--- src/rtl/digit_pkg.sv ---
// Shared types and constants for the digit feature extractor.
package digit_pkg;

    typedef enum logic [2:0] {
        ST_IDLE,
        ST_LOAD,
        ST_DERIVE,
        ST_WAIT,
        ST_SCAN,
        ST_OUT
    } state_t;

    localparam int unsigned MUL_1_3 = 85;
    localparam int unsigned MUL_2_3 = 170;
    localparam int unsigned CNT_W   = 2;

    function automatic logic [CNT_W-1:0] sat_inc(input logic [CNT_W-1:0] c);
        return (c == '1) ? c : c + 1'b1;
    endfunction

endpackage

--- src/rtl/digit_scan_unit.sv ---
// One digit box: holds its borders and derived scan lines, and counts
// background->foreground crossings on the vertical and two horizontal lines.
module digit_scan_unit
    import digit_pkg::*;
#(
    parameter int DEPBIT = 10
) (
    input  logic              clk,
    input  logic              rst_n,
    input  logic              ld_l,
    input  logic              ld_r,
    input  logic              ld_t,
    input  logic              ld_b,
    input  logic [DEPBIT-1:0] col_data,
    input  logic [DEPBIT-1:0] row_data,
    input  logic              derive,
    input  logic              clr,
    input  logic              pix_en,
    input  logic              fg,
    input  logic [10:0]       xpos,
    input  logic [10:0]       ypos,
    output logic [CNT_W-1:0]  cnt_v,
    output logic [CNT_W-1:0]  cnt_h1,
    output logic [CNT_W-1:0]  cnt_h2
);

    logic [DEPBIT-1:0] x_l, x_r, y_t, y_b, x_m, y_1, y_2;
    logic              prev_v, prev_h1, prev_h2;

    logic [DEPBIT-1:0] l_eff;
    logic [DEPBIT:0]   x_sum;
    logic [17:0]       d, p1, p2;
    logic [DEPBIT-1:0] y1_n, y2_n;

    always_comb begin
        l_eff = (x_l > x_r) ? '0 : x_l;
        x_sum = {1'b0, l_eff} + {1'b0, x_r};
        d     = (y_b >= y_t) ? 18'(y_b - y_t) : '0;
        p1    = d * 18'(MUL_1_3);
        p2    = d * 18'(MUL_2_3);
        y1_n  = DEPBIT'(18'(y_t) + (p1 >> 8));
        y2_n  = DEPBIT'(18'(y_t) + (p2 >> 8));
    end

    logic on_v, on_h1, on_h2;
    logic pv, ph1, ph2;

    // The previous-pixel bit is forced clear at the start of each line segment.
    always_comb begin
        on_v  = pix_en && (xpos == 11'(x_m)) && (ypos >= 11'(y_t)) && (ypos <= 11'(y_b));
        on_h1 = pix_en && (ypos == 11'(y_1)) && (xpos >= 11'(x_l)) && (xpos <= 11'(x_r));
        on_h2 = pix_en && (ypos == 11'(y_2)) && (xpos >= 11'(x_l)) && (xpos <= 11'(x_r));
        pv    = (ypos == 11'(y_t)) ? 1'b0 : prev_v;
        ph1   = (xpos == 11'(x_l)) ? 1'b0 : prev_h1;
        ph2   = (xpos == 11'(x_l)) ? 1'b0 : prev_h2;
    end

    always_ff @(posedge clk or negedge rst_n) begin
        if (!rst_n) begin
            x_l     <= '0;
            x_r     <= '0;
            y_t     <= '0;
            y_b     <= '0;
            x_m     <= '0;
            y_1     <= '0;
            y_2     <= '0;
            prev_v  <= 1'b0;
            prev_h1 <= 1'b0;
            prev_h2 <= 1'b0;
            cnt_v   <= '0;
            cnt_h1  <= '0;
            cnt_h2  <= '0;
        end else begin
            if (ld_l) x_l <= col_data;
            if (ld_r) x_r <= col_data;
            if (ld_t) y_t <= row_data;
            if (ld_b) y_b <= row_data;
            if (derive) begin
                x_l <= l_eff;
                x_m <= x_sum[DEPBIT:1];
                y_1 <= y1_n;
                y_2 <= y2_n;
            end
            if (clr) begin
                prev_v  <= 1'b0;
                prev_h1 <= 1'b0;
                prev_h2 <= 1'b0;
                cnt_v   <= '0;
                cnt_h1  <= '0;
                cnt_h2  <= '0;
            end else begin
                if (on_v) begin
                    prev_v <= fg;
                    if (fg && !pv) cnt_v <= sat_inc(cnt_v);
                end
                if (on_h1) begin
                    prev_h1 <= fg;
                    if (fg && !ph1) cnt_h1 <= sat_inc(cnt_h1);
                end
                if (on_h2) begin
                    prev_h2 <= fg;
                    if (fg && !ph2) cnt_h2 <= sat_inc(cnt_h2);
                end
            end
        end
    end

endmodule

--- src/rtl/digit_feature.sv ---
// Loads digit boxes from the projection border RAMs, scans one frame with three
// lines per box and emits a crossing-count feature triple per digit.
module digit_feature
    import digit_pkg::*;
#(
    parameter int NUM_ROW = 1,
    parameter int NUM_COL = 4,
    parameter int H_PIXEL = 480,
    parameter int V_PIXEL = 272,
    parameter int DEPBIT  = 10
) (
    input  logic              clk,
    input  logic              rst_n,
    input  logic              project_done_flag,
    input  logic [3:0]        num_col,
    output logic [DEPBIT-1:0] col_border_addr_rd,
    input  logic [DEPBIT-1:0] col_border_data_rd,
    output logic [DEPBIT-1:0] row_border_addr_rd,
    input  logic [DEPBIT-1:0] row_border_data_rd,
    input  logic              frame_vsync,
    input  logic              frame_de,
    input  logic              monoc,
    input  logic [10:0]       xpos,
    input  logic [10:0]       ypos,
    output logic              busy,
    output logic              feat_valid,
    output logic [3:0]        feat_idx,
    output logic [1:0]        feat_v,
    output logic [1:0]        feat_h1,
    output logic [1:0]        feat_h2,
    output logic              feat_done
);

    localparam int IDX_W    = (NUM_COL > 1) ? $clog2(NUM_COL) : 1;
    localparam int ROW_LAST = (NUM_ROW > 0) ? 2 : 0;

    state_t     state, state_nx;
    logic       pdf_d, vs_d;
    logic [3:0] ncol, ncol_in, out_cnt;
    logic [4:0] load_cnt;
    logic       trig, vs_fall, load_last, pix_en;

    logic [CNT_W-1:0] cnt_v_a [NUM_COL];
    logic [CNT_W-1:0] cnt_h1_a[NUM_COL];
    logic [CNT_W-1:0] cnt_h2_a[NUM_COL];

    always_comb begin
        ncol_in   = (num_col > 4'(NUM_COL)) ? 4'(NUM_COL) : num_col;
        trig      = project_done_flag && !pdf_d;
        vs_fall   = vs_d && !frame_vsync;
        load_last = (load_cnt == {ncol, 1'b0});
        pix_en    = (state == ST_SCAN) && frame_de && !vs_fall &&
                    (xpos < 11'(H_PIXEL)) && (ypos < 11'(V_PIXEL));
        busy      = (state != ST_IDLE);
    end

    always_comb begin
        state_nx = state;
        case (state)
            ST_IDLE:   if (trig) state_nx = (ncol_in == '0) ? ST_OUT : ST_LOAD;
            ST_LOAD:   if (load_last) state_nx = ST_DERIVE;
            ST_DERIVE: state_nx = ST_WAIT;
            ST_WAIT:   if (vs_fall) state_nx = ST_SCAN;
            ST_SCAN:   if (vs_fall) state_nx = ST_OUT;
            ST_OUT:    if (out_cnt == ncol) state_nx = ST_IDLE;
            default:   state_nx = ST_IDLE;
        endcase
    end

    always_ff @(posedge clk or negedge rst_n) begin
        if (!rst_n) state <= ST_IDLE;
        else        state <= state_nx;
    end

    // Addresses lead the captured data by one cycle; load_cnt tracks the data side.
    always_ff @(posedge clk or negedge rst_n) begin
        if (!rst_n) begin
            pdf_d              <= 1'b0;
            vs_d               <= 1'b0;
            ncol               <= '0;
            load_cnt           <= '0;
            out_cnt            <= '0;
            col_border_addr_rd <= '0;
            row_border_addr_rd <= '0;
        end else begin
            pdf_d <= project_done_flag;
            vs_d  <= frame_vsync;
            case (state)
                ST_IDLE: if (trig) begin
                    ncol               <= ncol_in;
                    load_cnt           <= '0;
                    out_cnt            <= '0;
                    col_border_addr_rd <= (ncol_in != '0) ? DEPBIT'(1) : '0;
                    row_border_addr_rd <= (ncol_in != '0) ? DEPBIT'(1) : '0;
                end
                ST_LOAD: begin
                    load_cnt <= load_cnt + 5'd1;
                    col_border_addr_rd <= (col_border_addr_rd < DEPBIT'({ncol, 1'b0}))
                                          ? col_border_addr_rd + 1'b1 : '0;
                    row_border_addr_rd <= (row_border_addr_rd < DEPBIT'(ROW_LAST))
                                          ? row_border_addr_rd + 1'b1 : '0;
                end
                ST_SCAN: if (vs_fall) out_cnt <= '0;
                ST_OUT:  out_cnt <= out_cnt + 4'd1;
                default: ;
            endcase
        end
    end

    logic emit;
    assign emit = (state == ST_OUT) && (out_cnt < ncol);

    always_ff @(posedge clk or negedge rst_n) begin
        if (!rst_n) begin
            feat_valid <= 1'b0;
            feat_done  <= 1'b0;
            feat_idx   <= '0;
            feat_v     <= '0;
            feat_h1    <= '0;
            feat_h2    <= '0;
        end else begin
            feat_valid <= emit;
            feat_done  <= (state == ST_OUT) && (out_cnt == ncol);
            feat_idx   <= emit ? out_cnt : '0;
            feat_v     <= emit ? cnt_v_a [out_cnt[IDX_W-1:0]] : '0;
            feat_h1    <= emit ? cnt_h1_a[out_cnt[IDX_W-1:0]] : '0;
            feat_h2    <= emit ? cnt_h2_a[out_cnt[IDX_W-1:0]] : '0;
        end
    end

    for (genvar k = 0; k < NUM_COL; k++) begin : g_unit
        digit_scan_unit #(.DEPBIT(DEPBIT)) u_scan (
            .clk      (clk),
            .rst_n    (rst_n),
            .ld_l     ((state == ST_LOAD) && (load_cnt == 5'(2 * k + 1))),
            .ld_r     ((state == ST_LOAD) && (load_cnt == 5'(2 * k + 2))),
            .ld_t     ((state == ST_LOAD) && (load_cnt == 5'd1)),
            .ld_b     ((state == ST_LOAD) && (load_cnt == 5'd2)),
            .col_data (col_border_data_rd),
            .row_data (row_border_data_rd),
            .derive   (state == ST_DERIVE),
            .clr      ((state == ST_WAIT) && vs_fall),
            .pix_en   (pix_en),
            .fg       (!monoc),
            .xpos     (xpos),
            .ypos     (ypos),
            .cnt_v    (cnt_v_a[k]),
            .cnt_h1   (cnt_h1_a[k]),
            .cnt_h2   (cnt_h2_a[k])
        );
    end

endmodule
--- config.mk ---
export PLATFORM = sky130hd
export DESIGN_NAME = digit_feature
export DESIGN_NICKNAME = d
export VERILOG_FILES = /design/src/rtl/digit_pkg.sv /design/src/rtl/digit_scan_unit.sv /design/src/rtl/digit_feature.sv
export SDC_FILE = /design/constraint.sdc
export NUM_CORES = 1
export LEC_CHECK = 0
export CORE_MARGIN = 2
export CORE_UTILIZATION = 39
export CTS_CLUSTER_SIZE = 24
export DETAILED_ROUTE_END_ITERATION = 12
export HOLD_SLACK_MARGIN = 0.1
export PLACE_DENSITY = 0.54
export SYNTH_ARGS = -nofsm -noshare
export SYNTH_HDL_FRONTEND = slang
export SYNTH_SLANG_ARGS = --single-unit
--- constraint.sdc ---
create_clock -name clk -period 8.7 [get_ports clk]
set_input_delay 1.74 -clock clk [delete_from_list [all_inputs] [get_ports clk]]
set_output_delay 1.74 -clock clk [all_outputs]
set_load 0.02 [all_outputs]
== After elaboration in Yosys (flattened, before gate mapping) ==
Cells that the tools add are included.

* Register bits after elaboration: 246
* Word-level logic and storage cells: 411
* Input port bits: 52

* Bitwise operators: 1
* $add $sub $neg: 23
* Equal/unequal tests: 55
* Muxes and demuxes: 129
* Multipliers: 2
* Order comparisons: 22
* Reduce and logical (&&, ||, !) cells: 125

{| class="wikitable"
|+ Operator list
! cell !! number
|-
| 10-bit 2-to-1 mux || 15
|-
| 11-bit by 10-bit equality test with 1-bit output || 11
|-
| 2-bit 2-to-1 mux || 57
|-
| 1-bit logical AND || 59
|-
| 2-bit nonzero test || 29
|-
| 11-bit by 10-bit greater-or-equal comparator with 1-bit output || 5
|-
| 11-bit by 10-bit <= comparator with 1-bit output || 5
|-
| 10-bit by 10-bit adder with 11-bit output || 4
|-
| 10-bit > comparator || 4
|-
| 10-bit case mux with 2 select lines || 2
|-
| 3-bit AND reduction || 13
|-
| 1-bit 2-to-1 mux || 37
|-
| 2-bit inequality test, second input constant || 14
|-
| 2-bit by 1-bit adder with 2-bit output, second input constant || 12
|-
| 2-bit equality test, second input constant || 12
|-
| 11-bit by 9-bit < comparator with 1-bit output, second input constant || 2
|-
| 10-bit by 1-bit adder with 10-bit output, second input constant || 2
|-
| 10-bit adder || 2
|-
| 5-bit by 3-bit equality test with 1-bit output, second input constant || 4
|-
| 18-bit by 7-bit multiplier with 17-bit output, second input constant || 1
|-
| 18-bit by 7-bit multiplier with 18-bit output, second input constant || 1
|-
| 18-bit 2-to-1 mux || 1
|-
| 3-bit 2-to-1 mux || 6
|-
| 3-bit case mux with 6 select lines || 1
|-
| other kinds (31) || 58
|}

== Depth between registers and ports, before layout ==
Gate-level depths: netlist of the first run.

* Word-level depth: 11
* Gate-level depth with buffers: 31
* Mapped depth without buffers: 30

== Cells and area by module ==
A second synthesis of the first run with hierarchy kept.

* Cell total of the unflattened synthesis: 3672
* Area total of the unflattened synthesis: 33776.1 µm²

{| class="wikitable"
|+ Modules (own cells, without submodules)
! module !! times used !! cells each !! area each (µm²)
|-
| digit_scan_unit (g_unit[1].u_scan) || 1 || 874 || 7860.0
|-
| digit_scan_unit (g_unit[3].u_scan) || 1 || 865 || 7858.8
|-
| digit_scan_unit (g_unit[0].u_scan) || 1 || 850 || 7767.4
|-
| digit_scan_unit (g_unit[2].u_scan) || 1 || 828 || 7634.8
|-
| digit_feature || 1 || 255 || 2655.0
|}

== Worst setup path before layout of the first run ==
OpenSTA, ideal clock, no wires.

* Path type: register to register
* Start point: register g_unit[2].u_scan.y_t[1]
* End point: register g_unit[2].u_scan.y_2[9]
* Arrival time: 6.684 ns
* Required time: 8.632 ns
* Stages on the path, launching flop included: 30
* Setup time: 0.068 ns
* Path slack: 1.948 ns
* Cells stage by stage: dfrtp_1 > inv_1 > ha_1 > nor2b_1 > o2111ai_1 > nand3_1 > a41oi_1 > o21a_1 > clkbuf_1 > nor2_1 > ha_1 > fa_1 > ha_1 > inv_1 > fa_1 > inv_1 > ha_1 > o21a_1 > nor2_1 > xnor2_1 > ha_1 > a21o_1 > a21oi_1 > o21bai_1 > a2111oi_0 > o21ai_0 > nand3b_1 > nand3_1 > mux2_4 > nand3_1

* Longest elaborated chain between the ends: 4

{| class="wikitable"
|+ Ends and longest elaborated chain
! element !! line !! source
|-
| from (decl) || digit_scan_unit.sv:27 || <nowiki>logic [DEPBIT-1:0] x_l, x_r, y_t, y_b, x_m, y_1, y_2;</nowiki>
|-
| from (signal assigned) || digit_scan_unit.sv:76 || <nowiki>if (ld_t) y_t <= row_data;</nowiki>
|-
| 10-bit by 10-bit subtractor with 11-bit output or 10-bit greater-or-equal comparator (tied branches) || digit_scan_unit.sv:38 || <nowiki>d = (y_b >= y_t) ? 18'(y_b - y_t) : '0;</nowiki>
|-
| 18-bit 2-to-1 mux || digit_scan_unit.sv:38 ||
|-
| 18-bit by 7-bit multiplier with 17-bit output || digit_scan_unit.sv:40 || <nowiki>p2 = d * 18'(MUL_2_3);</nowiki>
|-
| 10-bit adder * || - ||
|-
| to (signal assigned) || digit_scan_unit.sv:82 || <nowiki>y_2 <= y2_n;</nowiki>
|-
| to (decl) || digit_scan_unit.sv:27 ||
|}

Every way passes the cells marked *; elsewhere a longest branch is shown, timed or not.
A chain may end at the register's enable or synchronous reset.

== Worst setup path after layout of the first run ==
Same ends and word-level chain as after synthesis.

==> qor.txt, run 1 <==
CLOCK NETWORK
-----------------------------------------------------------------------------------------------------------------
TritonCTS sink count ...............................................................................          246
TritonCTS clock tree ...............................................................................          yes
CTS Buffer Depth ...................................................................................            3
Worst-skew pair later-pin latency ..................................................................      0.55 ns
Master cell of the clock root buffer ............................................................... sky130_fd_sc_hd__clkbuf_16
Buffer count from post-CTS setup fixing ............................................................            0
Count of cells resized by post-cts repair ..........................................................            0
TritonCTS Buffers ..................................................................................           34
Number of levels in the clock H-tree ...............................................................            2
Hold-fix buffer count after cts ....................................................................            0
Clock-pin transition on the worst setup and hold timing paths ......................................      0.06 ns

WORST SETUP PATH
-----------------------------------------------------------------------------------------------------------------
Startpoint of the worst setup timing path .......................................................... g_unit[2].u_scan.y_t[1]
Crit path capture type .............................................................................         flop
Worst EP required ..................................................................................      9.18 ns
Slowest stage cell on the critical path ............................................................ sky130_fd_sc_hd__a2111oi_0
CP max FO ..........................................................................................           10
Worst Reg2Reg Path Length in Cells .................................................................           28
Number of cells on the critical path ...............................................................           28
Arrival time at the worst endpoint .................................................................      7.94 ns
Crit path largest cell delay .......................................................................      0.82 ns
Family of cells with the greatest summed delay on the critical path ................................  adder cells
Reg-to-reg critical path startpoint ................................................................ g_unit[2].u_scan.y_t[1]
Worst path bufs/invs ...............................................................................            3
Critical path class ................................................................................ flop to flop
Crit path launch type ..............................................................................         flop
Most frequent cell on the critical path ............................................................ sky130_fd_sc_hd__ha_1

DIE
-----------------------------------------------------------------------------------------------------------------
Core Box Area ......................................................................................  47,650 um^2
Number of ports placed on the die boundary .........................................................           85
Floorplan row count ................................................................................           80
Starting density of the core .......................................................................       39.50%
Die boundary width .................................................................................     223.7 um
Vert. Die Dim ......................................................................................     223.7 um
Die Area ...........................................................................................  50,020 um^2

TIMING
-----------------------------------------------------------------------------------------------------------------
Slew at the pin with the worst max-slew slack ......................................................     1.224 ns
Final Critical Period ..............................................................................     7.453 ns
Tcrit/Tclk final ...................................................................................       85.67%
Final setup violation count ........................................................................            0
Hold Vio Cnt, Final ................................................................................            0
Number of pins exceeding their max-slew limit in the final report ..................................            0
Relative max-transition margin .....................................................................       18.42%
Unrepaired setup endpoints after global routing ....................................................        false
Final total negative setup slack ...................................................................         0 ns
Fmax ...............................................................................................   0.1342 GHz
Final Skew .........................................................................................   0.03188 ns

LAYOUT
-----------------------------------------------------------------------------------------------------------------
Antenna Cells ......................................................................................            0
Share of final-layout standard cells stronger than drive strength 1 ................................       6.034%
Number of filler cells placed in the layout ........................................................        4,670
Commonest non-fill, non-tap cells in the layout .................................................... sky130_fd_sc_hd__ha_1, sky130_fd_sc_hd__dfrtp_1, sky130_fd_sc_hd__inv_1
Net count, final ...................................................................................        2,454
Area added between synthesis and finish ............................................................       14.20%
Most frequent standard cell in the layout excluding fill and tap cells ............................. sky130_fd_sc_hd__ha_1

GRT
-----------------------------------------------------------------------------------------------------------------
Vias in the first global route .....................................................................       15.35k
Overall fraction of global-route tracks in use .....................................................       21.63%
Wire length of the first global-routing pass .......................................................     84.88 mm
GR Overflow Total ..................................................................................            0
Pin count of the biggest net entering global routing ...............................................          179
Antenna violations before repair ...................................................................            0

SYNTHESIS
-----------------------------------------------------------------------------------------------------------------
Mapped Area ........................................................................................  18,820 um^2
Number of different library cells in the post-synthesis netlist ....................................           70
Synth Flop Type .................................................................................... sky130_fd_sc_hd__dfrtp_1
Share of synthesized flip-flops with an asynchronous set or reset ..................................       100.0%
Number of synthesized flops with an enable pin .....................................................            0
Basic-gate share of the synthesized area counting and, or, nand and nor cells ......................       15.08%
Xor/xnor cell area share of the yosys netlist ......................................................       5.379%
Mux share of post-synthesis cell area ..............................................................       3.690%
Post-synthesis net count ...........................................................................        2,390
Dominant combinational cell family by area after synthesis .........................................  adder cells
Arithmetic-cell share of the synthesized area counting full adders, half adders and majority gates .       20.32%
Average size of a mapped cell ......................................................................   9.189 um^2
Mapped Cells .......................................................................................        2,048
Number of storage elements in the synthesis netlist ................................................          246
Compound-gate portion of the synthesized area ......................................................       17.37%
Synthesis warning total ............................................................................            0
Seq/Total Area, Yosys ..............................................................................       32.71%

PLACED DESIGN
-----------------------------------------------------------------------------------------------------------------
Port Buf Inserts ...................................................................................           84
Global placer's final weighted congestion ..........................................................       0.8816
Estimated wirelength of the detail-placed design ...................................................     39.11 mm

OUTCOME
-----------------------------------------------------------------------------------------------------------------
Run status .........................................................................................    completed

MIN PATH
-----------------------------------------------------------------------------------------------------------------
Worst min-delay path startpoint .................................................................... g_unit[3].u_scan.x_m[3]
Cell depth of the worst hold path ..................................................................            2
Type of the most critical hold path ................................................................ flop to flop

ROUTE
-----------------------------------------------------------------------------------------------------------------
Routed wire per std cell ...........................................................................     19.30 um
Post-route ant nets ................................................................................            0
Starting DRT DRC Count .............................................................................          870
Total vias in the final route ......................................................................       15.04k
Routed WL ..........................................................................................     53.13 mm
Length of the first detailed-routing pass in iterations ............................................            5
Count of unresolved DRC violations after routing ...................................................            0
Avg Vias per Cell ..................................................................................        5.462

RUN
-----------------------------------------------------------------------------------------------------------------
Max_cap viols ......................................................................................            0

cell usage after synthesis, drive strengths merged, types with 24 or more instances:
cell type	count	area, um^2
ha	264	3303
dfrtp	246	6156
inv	199	747.0
nand2	181	679.4
o21ai	148	744.5
a21oi	128	644.4
nor2	88	335.3
clkbuf	71	266.5
xnor2	63	551.8
xor2	49	436.7
o21a	47	352.8
a22o	45	394.1
nand4	45	294.0
nand3	43	215.2
a21o	30	225.2
nor2b	29	181.4
nor3	29	145.1
mux2	28	319.1
and3	27	168.9
fa	26	520.5
nand2b	26	162.7
o31ai	26	195.2
mux2i	24	240.2
or3	24	155.1
stage by stage:
step	setup slack, ns	area, um^2	hold WS [ns]	util (%)	instances
6_report	1.247	21490	0.4965	45.10	2753
3_5_place_dp	1.300	20320	0.4910	42.64	2691
3_3_place_gp	1.352	20320	0.4814	42.64	2691
2_1_floorplan	1.948	18820	0.4583	-	2048
4_1_cts	1.255	21480	0.5035	45.09	2753
5_1_grt	0.5883	21490	0.5158	45.10	2753
routing by layer:
layer | track usage [%] | routed length, um | up-vias
met5 | 0 | 0 | -
met1 | 29.40 | 25080 | 7321
li1 | - | - | 7394
met4 | 6.860 | 1366 | 0
met3 | 2.256 | 1836 | 69
met2 | 36.23 | 24850 | 252
cell type report:
class                      count  area, um^2  share of cell area, %
timing repair buffer         102       993.5                  4.623
tap                          615       769.5                  3.581
inverter                     199       747.0                  3.476
multi-input combinational   1529       11660                  54.25
clock buffer                  45       923.4                  4.297
clock inverter                17       241.5                  1.124
sequential                   246        6156                  28.65
kinds of logic after synthesis:
logic type / Yosys count
and+or+nand+nor: 561
DFF: 246
xor gates and xnor gates: 113
adders and majority gates: 290
muxes: 58
buffers and inverters: 273
AOI/OAI and AO/OA: 507
worst register-to-register path, delay by kind of cell (launching register included):
family	cells	cell delay (ns)
simple gates	7	0.85
mux	1	0.29
buf+inv	3	0.31
flops	1	0.42
xor+xnor	1	0.31
fa+ha+maj	7	2.60
compound gates	9	2.56
path summary, 6_finish.rpt:
check,to,slack (ns)
worst min-delay path,g_unit[3].u_scan.x_m[3],0.50
max in group asynchronous,g_unit[2].u_scan.x_r[5],6.15
worst max-delay path,g_unit[2].u_scan.y_2[9],1.25
min in group asynchronous,col_border_addr_rd[6],1.13
worst max register to register,g_unit[2].u_scan.y_2[9],1.25
worst min register to register,g_unit[3].u_scan.x_m[3],0.50
sequential cells by signal (all words and copies together) (netlist names), 10 cells and up:
name	cells
row_border_addr_rd	10
g_unit.u_scan.x_l	40
g_unit.u_scan.y_2	10
g_unit.u_scan.y_1	10
g_unit.u_scan.x_m	40
col_border_addr_rd	10
g_unit.u_scan.y_t	10
g_unit.u_scan.x_r	40
g_unit.u_scan.y_b	10
Power of run 1 is left out: the tool's default activity adds up to more than one toggle a clock period on the data nets, which glitch-free logic cannot reach.
==> inputs of run 2 (changes only) <==
--- a/config.mk
+++ b/config.mk
@@ -10,7 +10,7 @@
 export CTS_CLUSTER_SIZE = 24
 export DETAILED_ROUTE_END_ITERATION = 12
 export HOLD_SLACK_MARGIN = 0.1
-export PLACE_DENSITY = 0.54
+export PLACE_DENSITY = 0.53
 export SYNTH_ARGS = -nofsm -noshare
 export SYNTH_HDL_FRONTEND = slang
 export SYNTH_SLANG_ARGS = --single-unit
==> qor.txt, run 2 (synthesis results as in run 1) <==
ROUTE
-------------------------------------------------------------------------------------
Routed wire per std cell ...............................................     19.44 um   was 19.30 um
Total vias in the final route ..........................................       15.04k   about the same
Avg Vias per Cell ......................................................        5.473   was 5.462
Length of the first detailed-routing pass in iterations ................            5   unchanged
Post-route ant nets ....................................................            0   unchanged
Met2 routed wirelength .................................................     24.63 mm   was 24.85 mm
Routed WL ..............................................................     53.39 mm   was 53.13 mm
Top routing layer in use ...............................................         met4   unchanged
Starting DRT DRC Count .................................................          894   was 870
Met3 wire len ..........................................................     2.035 mm   was 1.836 mm
Metal1 wirelength ......................................................     25.27 mm   was 25.08 mm
Count of unresolved DRC violations after routing .......................            0   unchanged

WORST SETUP PATH
-------------------------------------------------------------------------------------
Minimum setup slack among reg-to-reg paths .............................      1.05 ns   was 1.25 ns
Startpoint of the worst setup timing path .............................. g_unit[2].u_scan.y_t[1]   unchanged
Worst EP required ......................................................      9.22 ns   was 9.18 ns
Critical path class .................................................... flop to flop   unchanged
Crit path launch type ..................................................         flop   unchanged
Reg-to-reg critical path startpoint .................................... g_unit[2].u_scan.y_t[1]   unchanged
Crit path largest cell delay ...........................................      0.90 ns   was 0.82 ns
Slowest stage cell on the critical path ................................ sky130_fd_sc_hd__a2111oi_0   unchanged
Worst Reg2Reg Path Length in Cells .....................................           28   unchanged
Crit path capture type .................................................         flop   unchanged
CP max FO ..............................................................           10   unchanged
Most frequent cell on the critical path ................................ sky130_fd_sc_hd__ha_1   unchanged
Endpoint of the most critical register-to-register path ................ g_unit[2].u_scan.y_2[9]   unchanged
Arrival time at the worst endpoint .....................................      8.17 ns   was 7.94 ns

TIMING
-------------------------------------------------------------------------------------
Number of pins exceeding their max-slew limit in the final report ......            0   unchanged
Final total negative setup slack .......................................         0 ns   unchanged
Unrepaired setup endpoints after global routing ........................        false   unchanged
Final Skew .............................................................   0.03091 ns   was 0.03188 ns
Hold Vio Cnt, Final ....................................................            0   unchanged
Final Critical Period ..................................................     7.654 ns   was 7.453 ns
Relative max-transition margin .........................................       21.90%   was 18.42%
Final setup violation count ............................................            0   unchanged
Tcrit/Tclk final .......................................................       87.98%   was 85.67%
Slew at the pin with the worst max-slew slack ..........................     1.166 ns   was 1.224 ns
Fmax ...................................................................   0.1306 GHz   was 0.1342 GHz

DIE
-------------------------------------------------------------------------------------
Die Area ...............................................................  50,020 um^2   unchanged
Vert. Die Dim ..........................................................     223.7 um   unchanged
Starting density of the core ...........................................       39.50%   unchanged
Core Box Area ..........................................................  47,650 um^2   unchanged
Die boundary width .....................................................     223.7 um   unchanged
Number of ports placed on the die boundary .............................           85   unchanged
Floorplan row count ....................................................           80   unchanged

LAYOUT
-------------------------------------------------------------------------------------
Final Instance Count excl. Fillers .....................................        2,747   was 2,753
Share of final-layout standard cells stronger than drive strength 1 ....       5.863%   was 6.034%
Largest registers ...................................................... g_unit.u_scan.x_l x40, g_unit.u_scan.x_m x40, g_unit.u_scan.x_r x40   unchanged
Commonest non-fill, non-tap cells in the layout ........................ sky130_fd_sc_hd__ha_1, sky130_fd_sc_hd__dfrtp_1, sky130_fd_sc_hd__inv_1   unchanged
Antenna Cells ..........................................................            0   unchanged
Area added between synthesis and finish ................................       13.27%   was 14.20%
Net count, final .......................................................        2,453   was 2,454
Most frequent standard cell in the layout excluding fill and tap cells . sky130_fd_sc_hd__ha_1   unchanged

PLACED DESIGN
-------------------------------------------------------------------------------------
Cells after DPL ........................................................        2,693   was 2,691
Global placer's final weighted congestion ..............................       0.8357   was 0.8816
Port Buf Inserts .......................................................           84   unchanged
Estimated wirelength of the detail-placed design .......................     39.42 mm   was 39.11 mm

CLOCK NETWORK
-------------------------------------------------------------------------------------
CTS Buffer Depth .......................................................            3   unchanged
Hold-fix buffer count after cts ........................................            0   unchanged
Count of cells resized by post-cts repair ..............................            0   unchanged
Buffer count from post-CTS setup fixing ................................            0   unchanged
Worst-skew pair later-pin latency ......................................      0.61 ns   was 0.55 ns
Clock-pin transition on the worst setup and hold timing paths ..........      0.06 ns   about the same
Number of levels in the clock H-tree ...................................            1   was 2
Master cell of the clock root buffer ................................... sky130_fd_sc_hd__clkbuf_16   unchanged
TritonCTS clock tree ...................................................          yes   unchanged
TritonCTS sink count ...................................................          246   unchanged
TritonCTS Buffers ......................................................           30   was 34

MIN PATH
-------------------------------------------------------------------------------------
Hold Crit Endpoint ..................................................... g_unit[1].u_scan.x_m[0]   was g_unit[3].u_scan.x_m[3]
Worst min-delay path startpoint ........................................ g_unit[1].u_scan.x_m[0]   was g_unit[3].u_scan.x_m[3]
Cell depth of the worst hold path ......................................            2   unchanged
Type of the most critical hold path .................................... flop to flop   unchanged

GRT
-------------------------------------------------------------------------------------
Vias in the first global route .........................................       15.38k   was 15.35k
GR Overflow Total ......................................................            0   unchanged
Overall fraction of global-route tracks in use .........................       21.67%   was 21.63%
Pin count of the biggest net entering global routing ...................          164   was 179
Wire length of the first global-routing pass ...........................     85.57 mm   was 84.88 mm
Antenna violations before repair .......................................            1   was 0

RUN
-------------------------------------------------------------------------------------
Max_cap viols ..........................................................            0   unchanged

OUTCOME
-------------------------------------------------------------------------------------
Run status .............................................................    completed   unchanged

## run 2: cell count changes in the layout (fill, tap and decap cells not counted), sizes merged
cell / previous run / this run
clkinv: 8 / 5
clkbuf: 45 / 47
clkinvlp: 2 / 1
buf: 19 / 21
bufinv: 5 / 0
inv: 201 / 200
## run 2: metal layers
| layer | global-route usage [%] | up-vias |
|---|---|---|
| li1 | - | 7404 |
| met1 | 29.89 | 7299 |
| met2 | 35.96 | 258 |
| met3 | 2.479 | 74 |
| met4 | 6.129 | 0 |
| met5 | 0 | - |
## run 2: final cells by class
type | instances | area, um^2
timing repair buffer | 105 | 1013
fill | 4707 | 26330
clock inverter | 7 | 66.31
clock buffer | 46 | 910.9
sequential | 246 | 6156
multi-input combinational | 1529 | 11650
inverter | 199 | 747.0
tap | 615 | 769.5
## run 2: per-stage QoR
stage / util (%) / setup WS (ns) / instance area (um^2) / hold slack [ns]
after floorplan: - / 1.948 / 18820 / 0.4583
after global placement: 42.68 / 1.272 / 20330 / 0.4783
after detailed placement: 42.68 / 1.133 / 20330 / 0.4831
after CTS: 44.73 / 1.044 / 21310 / 0.4981
after global routing: 44.74 / 0.3791 / 21320 / 0.5235
final: 44.74 / 1.046 / 21320 / 0.4979
## run 2: worst max-delay path by stage
stage | to | depth (start not counted)
after global placement | g_unit[2].u_scan.y_2[9] | 28
after CTS | g_unit[2].u_scan.y_2[9] | 28
after global routing | g_unit[2].u_scan.y_2[9] | 28
after detailed placement | g_unit[2].u_scan.y_2[9] | 28
after floorplan | g_unit[2].u_scan.y_2[9] | 29
final | g_unit[2].u_scan.y_2[9] | 28
## run 2: worst max-delay path: cells and delay by family (launching register included)
| kind | cells | cell delay, ns |
|---|---|---|
| AOI/OAI and AO/OA | 9 | 2.74 |
| xor gates and xnor gates | 1 | 0.33 |
| adders and majority gates | 7 | 2.60 |
| buffers and inverters | 3 | 0.32 |
| DFF | 1 | 0.43 |
| muxes | 1 | 0.29 |
| and+or+nand+nor | 7 | 0.82 |
Power of run 2 is left out for the same reason.
==> inputs of run 3 (changes only) <==
--- a/config.mk
+++ b/config.mk
@@ -11,6 +11,7 @@
 export DETAILED_ROUTE_END_ITERATION = 12
 export HOLD_SLACK_MARGIN = 0.1
 export PLACE_DENSITY = 0.53
+export SKIP_LAST_GASP = 1
 export SYNTH_ARGS = -nofsm -noshare
 export SYNTH_HDL_FRONTEND = slang
 export SYNTH_SLANG_ARGS = --single-unit
==> results of run 3 <==
Same layout as run 2: the final DEF is identical, and so are final timing and power.
Power of run 3 is left out for the same reason.
